**src/rtl/tt_sweep_pkg.sv**
```systemverilog
// Shared types and helpers for the truth-table sweep checker.
// Cone width is fixed at four inputs, giving a 16-entry table.
package tt_sweep_pkg;

    typedef enum logic [1:0] {
        IDLE,
        SWEEP,
        RESULT
    } state_e;

    localparam int TT_W  = 16;
    localparam int IDX_W = 4;
    localparam int CNT_W = 5;

    function automatic logic [CNT_W-1:0] popcount16(input logic [TT_W-1:0] v);
        logic [CNT_W-1:0] c;
        c = '0;
        for (int i = 0; i < TT_W; i++) begin
            c = c + CNT_W'(v[i]);
        end
        return c;
    endfunction

endpackage

```
**src/rtl/tt_sweep_capture_compare.sv**
```systemverilog
// Combinational verdict: compares a captured truth table with the golden one.
// Produces match flag, mismatch popcount and lowest differing minterm.
module tt_compare
    import tt_sweep_pkg::*;
(
    input  logic [TT_W-1:0]  cap,
    input  logic [TT_W-1:0]  expected,
    output logic             match,
    output logic [CNT_W-1:0] mismatch_cnt,
    output logic [IDX_W-1:0] first_mismatch
);

    logic [TT_W-1:0] diff;

    assign diff         = cap ^ expected;
    assign match        = (diff == '0);
    assign mismatch_cnt = popcount16(diff);

    // Scan downward so the lowest set bit is the last one written.
    always_comb begin
        first_mismatch = '0;
        for (int i = TT_W - 1; i >= 0; i--) begin
            if (diff[i]) begin
                first_mismatch = IDX_W'(i);
            end
        end
    end

endmodule

```
**src/rtl/tt_sweep_capture.sv**
```systemverilog
// Drives all minterms into a 4-input cone, captures its truth table,
// and reports the verdict against a golden table over valid/ready.
module tt_sweep_capture
    import tt_sweep_pkg::*;
#(
    parameter int NUM_INPUTS    = 4,
    parameter int SETTLE_CYCLES = 1
) (
    input  logic                  clk,
    input  logic                  rst,
    input  logic                  start,
    input  logic                  abort,
    input  logic [TT_W-1:0]       expected_tt,
    output logic [NUM_INPUTS-1:0] x,
    input  logic                  y_in,
    output logic                  busy,
    output logic                  result_valid,
    input  logic                  result_ready,
    output logic [TT_W-1:0]       tt_out,
    output logic                  match,
    output logic [CNT_W-1:0]      mismatch_cnt,
    output logic [IDX_W-1:0]      first_mismatch
);

    localparam logic [CNT_W-1:0] SETTLE = CNT_W'(SETTLE_CYCLES);

    state_e           state_q, state_d;
    logic [IDX_W-1:0] idx_q, idx_d;
    logic [CNT_W-1:0] cnt_q, cnt_d;
    logic [TT_W-1:0]  cap_q, cap_d;
    logic [TT_W-1:0]  exp_q, exp_d;
    logic [TT_W-1:0]  tt_q, tt_d;
    logic             valid_q, valid_d;
    logic             match_q, match_d;
    logic [CNT_W-1:0] mcnt_q, mcnt_d;
    logic [IDX_W-1:0] fm_q, fm_d;

    logic [TT_W-1:0]  cap_s;
    logic             cmp_match;
    logic [CNT_W-1:0] cmp_cnt;
    logic [IDX_W-1:0] cmp_fm;

    // Capture register with the current sample merged in; on the last
    // minterm this is the complete table the verdict is computed from.
    always_comb begin
        cap_s        = cap_q;
        cap_s[idx_q] = y_in;
    end

    tt_compare u_cmp (
        .cap            (cap_s),
        .expected       (exp_q),
        .match          (cmp_match),
        .mismatch_cnt   (cmp_cnt),
        .first_mismatch (cmp_fm)
    );

    always_comb begin
        state_d = state_q;
        idx_d   = idx_q;
        cnt_d   = cnt_q;
        cap_d   = cap_q;
        exp_d   = exp_q;
        tt_d    = tt_q;
        valid_d = valid_q;
        match_d = match_q;
        mcnt_d  = mcnt_q;
        fm_d    = fm_q;
        unique case (state_q)
            IDLE: begin
                if (start) begin
                    exp_d   = expected_tt;
                    idx_d   = '0;
                    cnt_d   = SETTLE;
                    cap_d   = '0;
                    state_d = SWEEP;
                end
            end
            SWEEP: begin
                if (abort) begin
                    idx_d   = '0;
                    cnt_d   = '0;
                    state_d = IDLE;
                end else if (cnt_q != '0) begin
                    cnt_d = cnt_q - 1'b1;
                end else begin
                    cap_d = cap_s;
                    if (idx_q != IDX_W'(TT_W - 1)) begin
                        idx_d = idx_q + 1'b1;
                        cnt_d = SETTLE;
                    end else begin
                        idx_d   = '0;
                        tt_d    = cap_s;
                        match_d = cmp_match;
                        mcnt_d  = cmp_cnt;
                        fm_d    = cmp_fm;
                        valid_d = 1'b1;
                        state_d = RESULT;
                    end
                end
            end
            RESULT: begin
                if (result_ready) begin
                    valid_d = 1'b0;
                    state_d = IDLE;
                end
            end
            default: state_d = IDLE;
        endcase
    end

    always_ff @(posedge clk or posedge rst) begin
        if (rst) begin
            state_q <= IDLE;
            idx_q   <= '0;
            cnt_q   <= '0;
            cap_q   <= '0;
            exp_q   <= '0;
            tt_q    <= '0;
            valid_q <= 1'b0;
            match_q <= 1'b0;
            mcnt_q  <= '0;
            fm_q    <= '0;
        end else begin
            state_q <= state_d;
            idx_q   <= idx_d;
            cnt_q   <= cnt_d;
            cap_q   <= cap_d;
            exp_q   <= exp_d;
            tt_q    <= tt_d;
            valid_q <= valid_d;
            match_q <= match_d;
            mcnt_q  <= mcnt_d;
            fm_q    <= fm_d;
        end
    end

    assign busy           = (state_q == SWEEP);
    assign x              = busy ? NUM_INPUTS'(idx_q) : '0;
    assign result_valid   = valid_q;
    assign tt_out         = tt_q;
    assign match          = match_q;
    assign mismatch_cnt   = mcnt_q;
    assign first_mismatch = fm_q;

endmodule

```
**config.mk**
```make
export PLATFORM = sky130hd
export DESIGN_NAME = tt_sweep_capture
export DESIGN_NICKNAME = d
export VERILOG_FILES = /design/src/rtl/tt_sweep_pkg.sv /design/src/rtl/tt_sweep_capture_compare.sv /design/src/rtl/tt_sweep_capture.sv
export SDC_FILE = /design/constraint.sdc
export NUM_CORES = 1
export LEC_CHECK = 0
export ABC_AREA = 1
export CAP_MARGIN = 20
export CELL_PAD_IN_SITES_DETAIL_PLACEMENT = 1
export CELL_PAD_IN_SITES_GLOBAL_PLACEMENT = 1
export CORE_ASPECT_RATIO = 0.5
export CORE_MARGIN = 4
export CORE_UTILIZATION = 44
export CTS_BUF_LIST = sky130_fd_sc_hd__clkbuf_8 sky130_fd_sc_hd__clkbuf_16
export CTS_CLUSTER_DIAMETER = 50
export DETAILED_ROUTE_END_ITERATION = 8
export GPL_TIMING_DRIVEN = 0
export HOLD_SLACK_MARGIN = 0.06
export PLACE_DENSITY_LB_ADDON = 0.1
export SLEW_MARGIN = 20
export SYNTH_ARGS = -nofsm -noshare
export SYNTH_HDL_FRONTEND = slang
export SYNTH_HIERARCHICAL = 1
export SYNTH_SLANG_ARGS = --single-unit
export TNS_END_PERCENT = 20
```
**constraint.sdc**
```tcl
create_clock -name clk -period 11.7 [get_ports clk]
set_input_delay 2.34 -clock clk [delete_from_list [all_inputs] [get_ports clk]]
set_output_delay 2.34 -clock clk [all_outputs]
set_load 0.02 [all_outputs]
```
After elaboration in Yosys (flattened, before gate mapping). Index checks and enable logic that the tools add are counted.

Bits in registers: 70. Output and inout port bits: 32. Logic and storage cells: 102.

Add/subtract/negate cells: 17. Magnitude comparators: 2. Equality and inequality tests: 11. Mux-type cells: 45. Bitwise logic cells: 4. Reduce and logical (&&, ||, !) cells: 13.

Operators with widths (number): 4-bit two-way mux (21); 5-bit by 1-bit adder with 5-bit output (14); 16-bit two-way mux (3); 16-bit one-hot mux with 2 select lines (1); 5-bit two-way mux (4); 16-bit bitwise mux (1); 16-bit logical NOT (1); 16-bit bitwise XOR (1); 4-bit AND reduction (3); 2-bit two-way mux (5); 2-bit inequality test, second input constant (5); 5-bit one-hot mux with 2 select lines (1); 4-bit one-hot mux with 2 select lines (1); 3-bit inequality test, second input constant (2); 2-bit one-hot mux with 3 select lines (1); 3-bit AND reduction (2); 4-bit by 5-bit < comparator with 1-bit output, second input constant (1); 1-bit two-way mux (5); 5-bit AND reduction (1); 5-bit nonzero test (1); 5-bit by 1-bit subtractor with 5-bit output, second input constant (1); 4-bit by 1-bit adder with 4-bit output, second input constant (1); 1-bit demux with 4-bit select (1); 4-bit by 1-bit >= comparator with 1-bit output, second input constant (1); 11 further kinds (14).

Logic depth before layout (Yosys ltp).
Depth in word-level cells: 22. Mapped depth: 26. Mapped depth without buffers: 26.

Hierarchy. The synthesis kept the hierarchy.

Modules (own cells, without submodules): tt_sweep_capture (instances 1, cells each 402, area each 3213.1 um^2, sequential area each 1751.7 um^2); tt_compare (instances 1, cells each 114, area each 899.6 um^2, sequential area each 0.0 um^2).

Worst setup path after synthesis. No wires, ideal clock.

Path type: input to register. From: input y_in. To: register mcnt_q[2], in the netlist mismatch_cnt[2]. Library setup time: 116 ps. Arrival time: 6731 ps. Data required time: 11584 ps. Path slack: 4853 ps. Stages: 17. Path buffers: 1. Cell sequence: inv_1 -> clkbuf_1 -> o21ai_0 -> xor2_1 -> inv_1 -> fa_1 -> inv_1 -> ha_1 -> fa_1 -> fa_1 -> inv_1 -> fa_1 -> fa_1 -> fa_1 -> xnor2_1 -> nand2_1 -> nand2_1.

Cells in the longest elaborated chain, start to end: 17.

RTL lines: start: declaration (RTL line tt_sweep_capture.sv:15) `input logic y_in,`; 16-bit bitwise mux (RTL line tt_sweep_capture.sv:47) `cap_s[idx_q] = y_in;`; net cap_s[0] (RTL line tt_sweep_capture.sv:38) `logic [TT_W-1:0] cap_s;`; 16-bit bitwise XOR (RTL line tt_sweep_capture_compare.sv:15) `assign diff = cap ^ expected;`; 1-bit by 1-bit adder with 2-bit output (RTL line tt_sweep_pkg.sv:19) `c = c + CNT_W'(v[i]);`; 5-bit by 1-bit adder with 5-bit output (14 in a row) (RTL line tt_sweep_pkg.sv:19); net cmp_cnt[2] (RTL line tt_sweep_capture.sv:40) `logic [CNT_W-1:0] cmp_cnt;`; end signal: assignment (RTL line tt_sweep_capture.sv:133) `mcnt_q <= mcnt_d;`; end: declaration (RTL line tt_sweep_capture.sv:35) `logic [CNT_W-1:0] mcnt_q, mcnt_d;`.

The timed path passes the listed nets, and every way through them passes these cells. A chain may end at the register's enable or synchronous reset.

Final worst setup path. Ends and elaborated chain as after synthesis.

==> impl_metrics.env <==
export IMPL_status="complete, no violations"
export IMPL_yosys_warnings=6
export IMPL_post_cts_buffers=0
export IMPL_cellPowerDensity_mw_per_mm2=330
export IMPL_final_net_count=630
export IMPL_syn_num_nets=565
export IMPL_critPathLaunchType="input pin"
export IMPL_syn2layout_area_growth_pct=25.1
export IMPL_critPathRequiredTime_ns=11.93
export IMPL_finish_utilization=0.579
export IMPL_slew_violations=0
export IMPL_cts_root_buf="clkbuf_16"
export IMPL_cts_resized_gates=0
export IMPL_vdd_drop_max_v=0.000231
export IMPL_max_clock_freq_mhz=130
export IMPL_synth_cells_most_frequent="245 x nand2_1, 70 x dfrtp_1, 44 x inv_1, 23 x o21ai_0, 22 x nor2_1"
export IMPL_synth_seq_cells=70
export IMPL_synth_edf_count=0
export IMPL_cp_startpoint="y_in"
export IMPL_die_h_um=76.4
export IMPL_coreArea_mm2=0.00889
export IMPL_synth_most_common_cell="nand2_1"
export IMPL_period_needed_ns=7.70
export IMPL_netlist_area_leader_share=0.426
export IMPL_grt_start_max_net_pins=54
export IMPL_r2r_end="mismatch_cnt[2]$_DFFE_PP0P_"
export IMPL_via_per_inst=5.03
export IMPL_ant_nets=0
export IMPL_hold_class="flop to flop"
export IMPL_instances_no_fill=703
export IMPL_diodes=0
export IMPL_end_kind="flop"
export IMPL_syn_cell_area_mm2=0.00411
export IMPL_hpwl_um=8510
export IMPL_reg2reg_depth=18
export IMPL_antenna_found_initial=0
export IMPL_die_w_um=145
export IMPL_rrSetupSlack_ns=5.88
export IMPL_design_die_area_mm2=0.0111
export IMPL_r2r_start="idx_q[0]$_DFFE_PP0P_"
export IMPL_crit_fanout=10
export IMPL_placed_cell_area_mm2=0.00482
export IMPL_fin_hold_ws_ns=0.476
export IMPL_remaining_drc_errors=0
export IMPL_setup_tns_ns=0
export IMPL_worst_slew_margin_rel=0.432
export IMPL_period_share=0.658
export IMPL_clock_skew_ns=0.00585
export IMPL_worstMarginPinSlew_ns=0.843
export IMPL_io_buffers=53
export IMPL_insertion_delay_ns=0.34
export IMPL_firstDrtPassIters=4
export IMPL_routabilityCongestion=0.815
export IMPL_num_fill_cells=1083
export IMPL_critPathKind="input pin to flop"
export IMPL_clock_sinks=70
export IMPL_yosysTopAreaCell="dfrtp_1"
export IMPL_numCtsBuffers=9
export IMPL_yosysSeqAreaShare=0.426
export IMPL_setup_violations=0
export IMPL_timing_hold_violations_final=0
export IMPL_vias=3539
export IMPL_grt_ovfl_total=0
export IMPL_drt_wl_total_um=11600
export IMPL_grt_pass1_vias=3908
export IMPL_dp_cells=687
export IMPL_start_util=0.463
export IMPL_path_clk_slew_ns=0.06
export IMPL_layout_drive_gt1_share=0.0887
export IMPL_leakagePower_uw=0.00264
export IMPL_grt_util_all_layers=0.228
export IMPL_clockBufferDepth=2
export IMPL_max_cap_viol_count=0
export IMPL_rsz0062_at_grt="false"
export IMPL_drt_wirelength_per_cell_um=16.5
export IMPL_design_area_mm2=0.00514
export IMPL_drtIter0Drc=172
export IMPL_netlist_instances=516
export IMPL_ios=54
export IMPL_synth_async_reset_ratio=1.00
export IMPL_cts_hold_buf=0
export IMPL_yosys_top_cells_area="dfrtp_1 43%, nand2_1 22%, fa_1 5.4%, ha_1 4.9%, inv_1 4.0%"
export IMPL_synth_main_ff_cell="dfrtp_1"
export IMPL_rows=24
export IMPL_critPathCapture="mismatch_cnt[2]$_DFFE_PP0P_"
export IMPL_htreeDepth=3
export IMPL_worstPathArrival_ns=7.93
export IMPL_cts_tree="yes"
export IMPL_grt_pass1_wl_um=19700
export IMPL_avgSynthCellArea_um2=7.97
export IMPL_yosysUniqueCellTypes=30
power by group:
part	internal [uW]	switching (uW)
Combinational	432	637
Sequential	283	41.5
Clock	192	110
layout make-up:
class | count | area (um2) | area share
multi-input combinational | 385 | 2090 | 0.407
sequential | 70 | 1750 | 0.340
timing repair buffer | 54 | 558 | 0.108
clock buffer | 10 | 239 | 0.0464
inverter | 49 | 186 | 0.0362
tap | 117 | 146 | 0.0285
clock inverter | 6 | 86.3 | 0.0168
buffer | 12 | 83.8 | 0.0163
layer usage:
metal / global-route usage / up-vias / wire, um
met1: 0.294 / 1751 / 5330
li1: - / 1716 / -
met4: 0.0475 / 0 / 107
met5: 0 / - / 0
met3: 0.0558 / 14 / 414
met2: 0.391 / 58 / 5770
cells by family after synthesis:
kind of cell	count (synthesis)	share of synthesized area
XOR/XNOR	17	0.0581
flip-flops	70	0.426
AND/OR/NAND/NOR	301	0.296
adder cells (fa/ha/maj)	27	0.102
buffers and inverters	61	0.0651
AO/OA/AOI/OAI	40	0.0526
registers in the layout (all words and copies together) (netlist names):
| signal | cells |
|---|---|
| cap_q | 16 |
| exp_q | 16 |
| tt_out | 16 |
| cnt_q | 5 |
| mismatch_cnt | 5 |
| first_mismatch | 4 |
| idx_q | 4 |
| state_q | 2 |
| match | 1 |
| result_valid | 1 |
per-stage QoR:
step | setup slack, ns | total power [uW]
finish | 4.00 | 1700
floorplan | 4.85 | 1120
global placement | 3.84 | 1310
detailed placement | 3.76 | 1370
global route | 3.75 | 1860
CTS | 4.08 | 1710
worst max-delay path, stage by stage:
cell and delay (ns):
clkdlybuf4s50_1 0.45, inv_1 0.10, clkbuf_1 0.25, o21ai_0 0.66, xor2_1 0.28, inv_1 0.16, fa_1 0.57, inv_1 0.05
ha_1 0.31, fa_1 0.49, fa_1 0.55, inv_1 0.06, fa_1 0.50, fa_1 0.48, fa_1 0.42, xnor2_1 0.14
nand2_1 0.07, nand2_1 0.05
how the worst min path moves through the flow:
| stage | start | endpoint | slack (ns) | cells past startpoint |
|---|---|---|---|---|
| after floorplan | cap_q[0]$_DFFE_PP0P_ | cap_q[0]$_DFFE_PP0P_ | 0.44 | 2 |
| after global placement | cap_q[12]$_DFFE_PP0P_ | cap_q[12]$_DFFE_PP0P_ | 0.45 | 2 |
| after detailed placement | cap_q[13]$_DFFE_PP0P_ | cap_q[13]$_DFFE_PP0P_ | 0.46 | 2 |
| after CTS | cap_q[13]$_DFFE_PP0P_ | cap_q[13]$_DFFE_PP0P_ | 0.48 | 2 |
| after global routing | first_mismatch[0]$_DFFE_PP0P_ | first_mismatch[0]$_DFFE_PP0P_ | 0.51 | 2 |
| final | cap_q[13]$_DFFE_PP0P_ | cap_q[13]$_DFFE_PP0P_ | 0.48 | 2 |
placed cells by master, fill, tap and decap left out, types with 2 or more instances in the layout:
cell type	n
nand3_1	19
a31oi_1	2
xor2_1	4
inv_2	5
nor2_1	22
inv_1	44
buf_2	4
o21ai_0	23
ha_1	16
bufinv_16	2
nand2_1	245
xnor2_1	4
a21oi_1	7
fa_1	11
buf_6	3
nand2_2	4
o21a_1	2
o21ai_1	3
nand3_2	2
buf_4	3
dfrtp_1	70
clkbuf_16	9
clkdlybuf4s50_1	53
nand4_1	3
clkinvlp_4	3
clkbuf_1	2
nor2_4	4
xnor2_2	7
xnor2_4	2
Power figures use the tool's default switching activity.
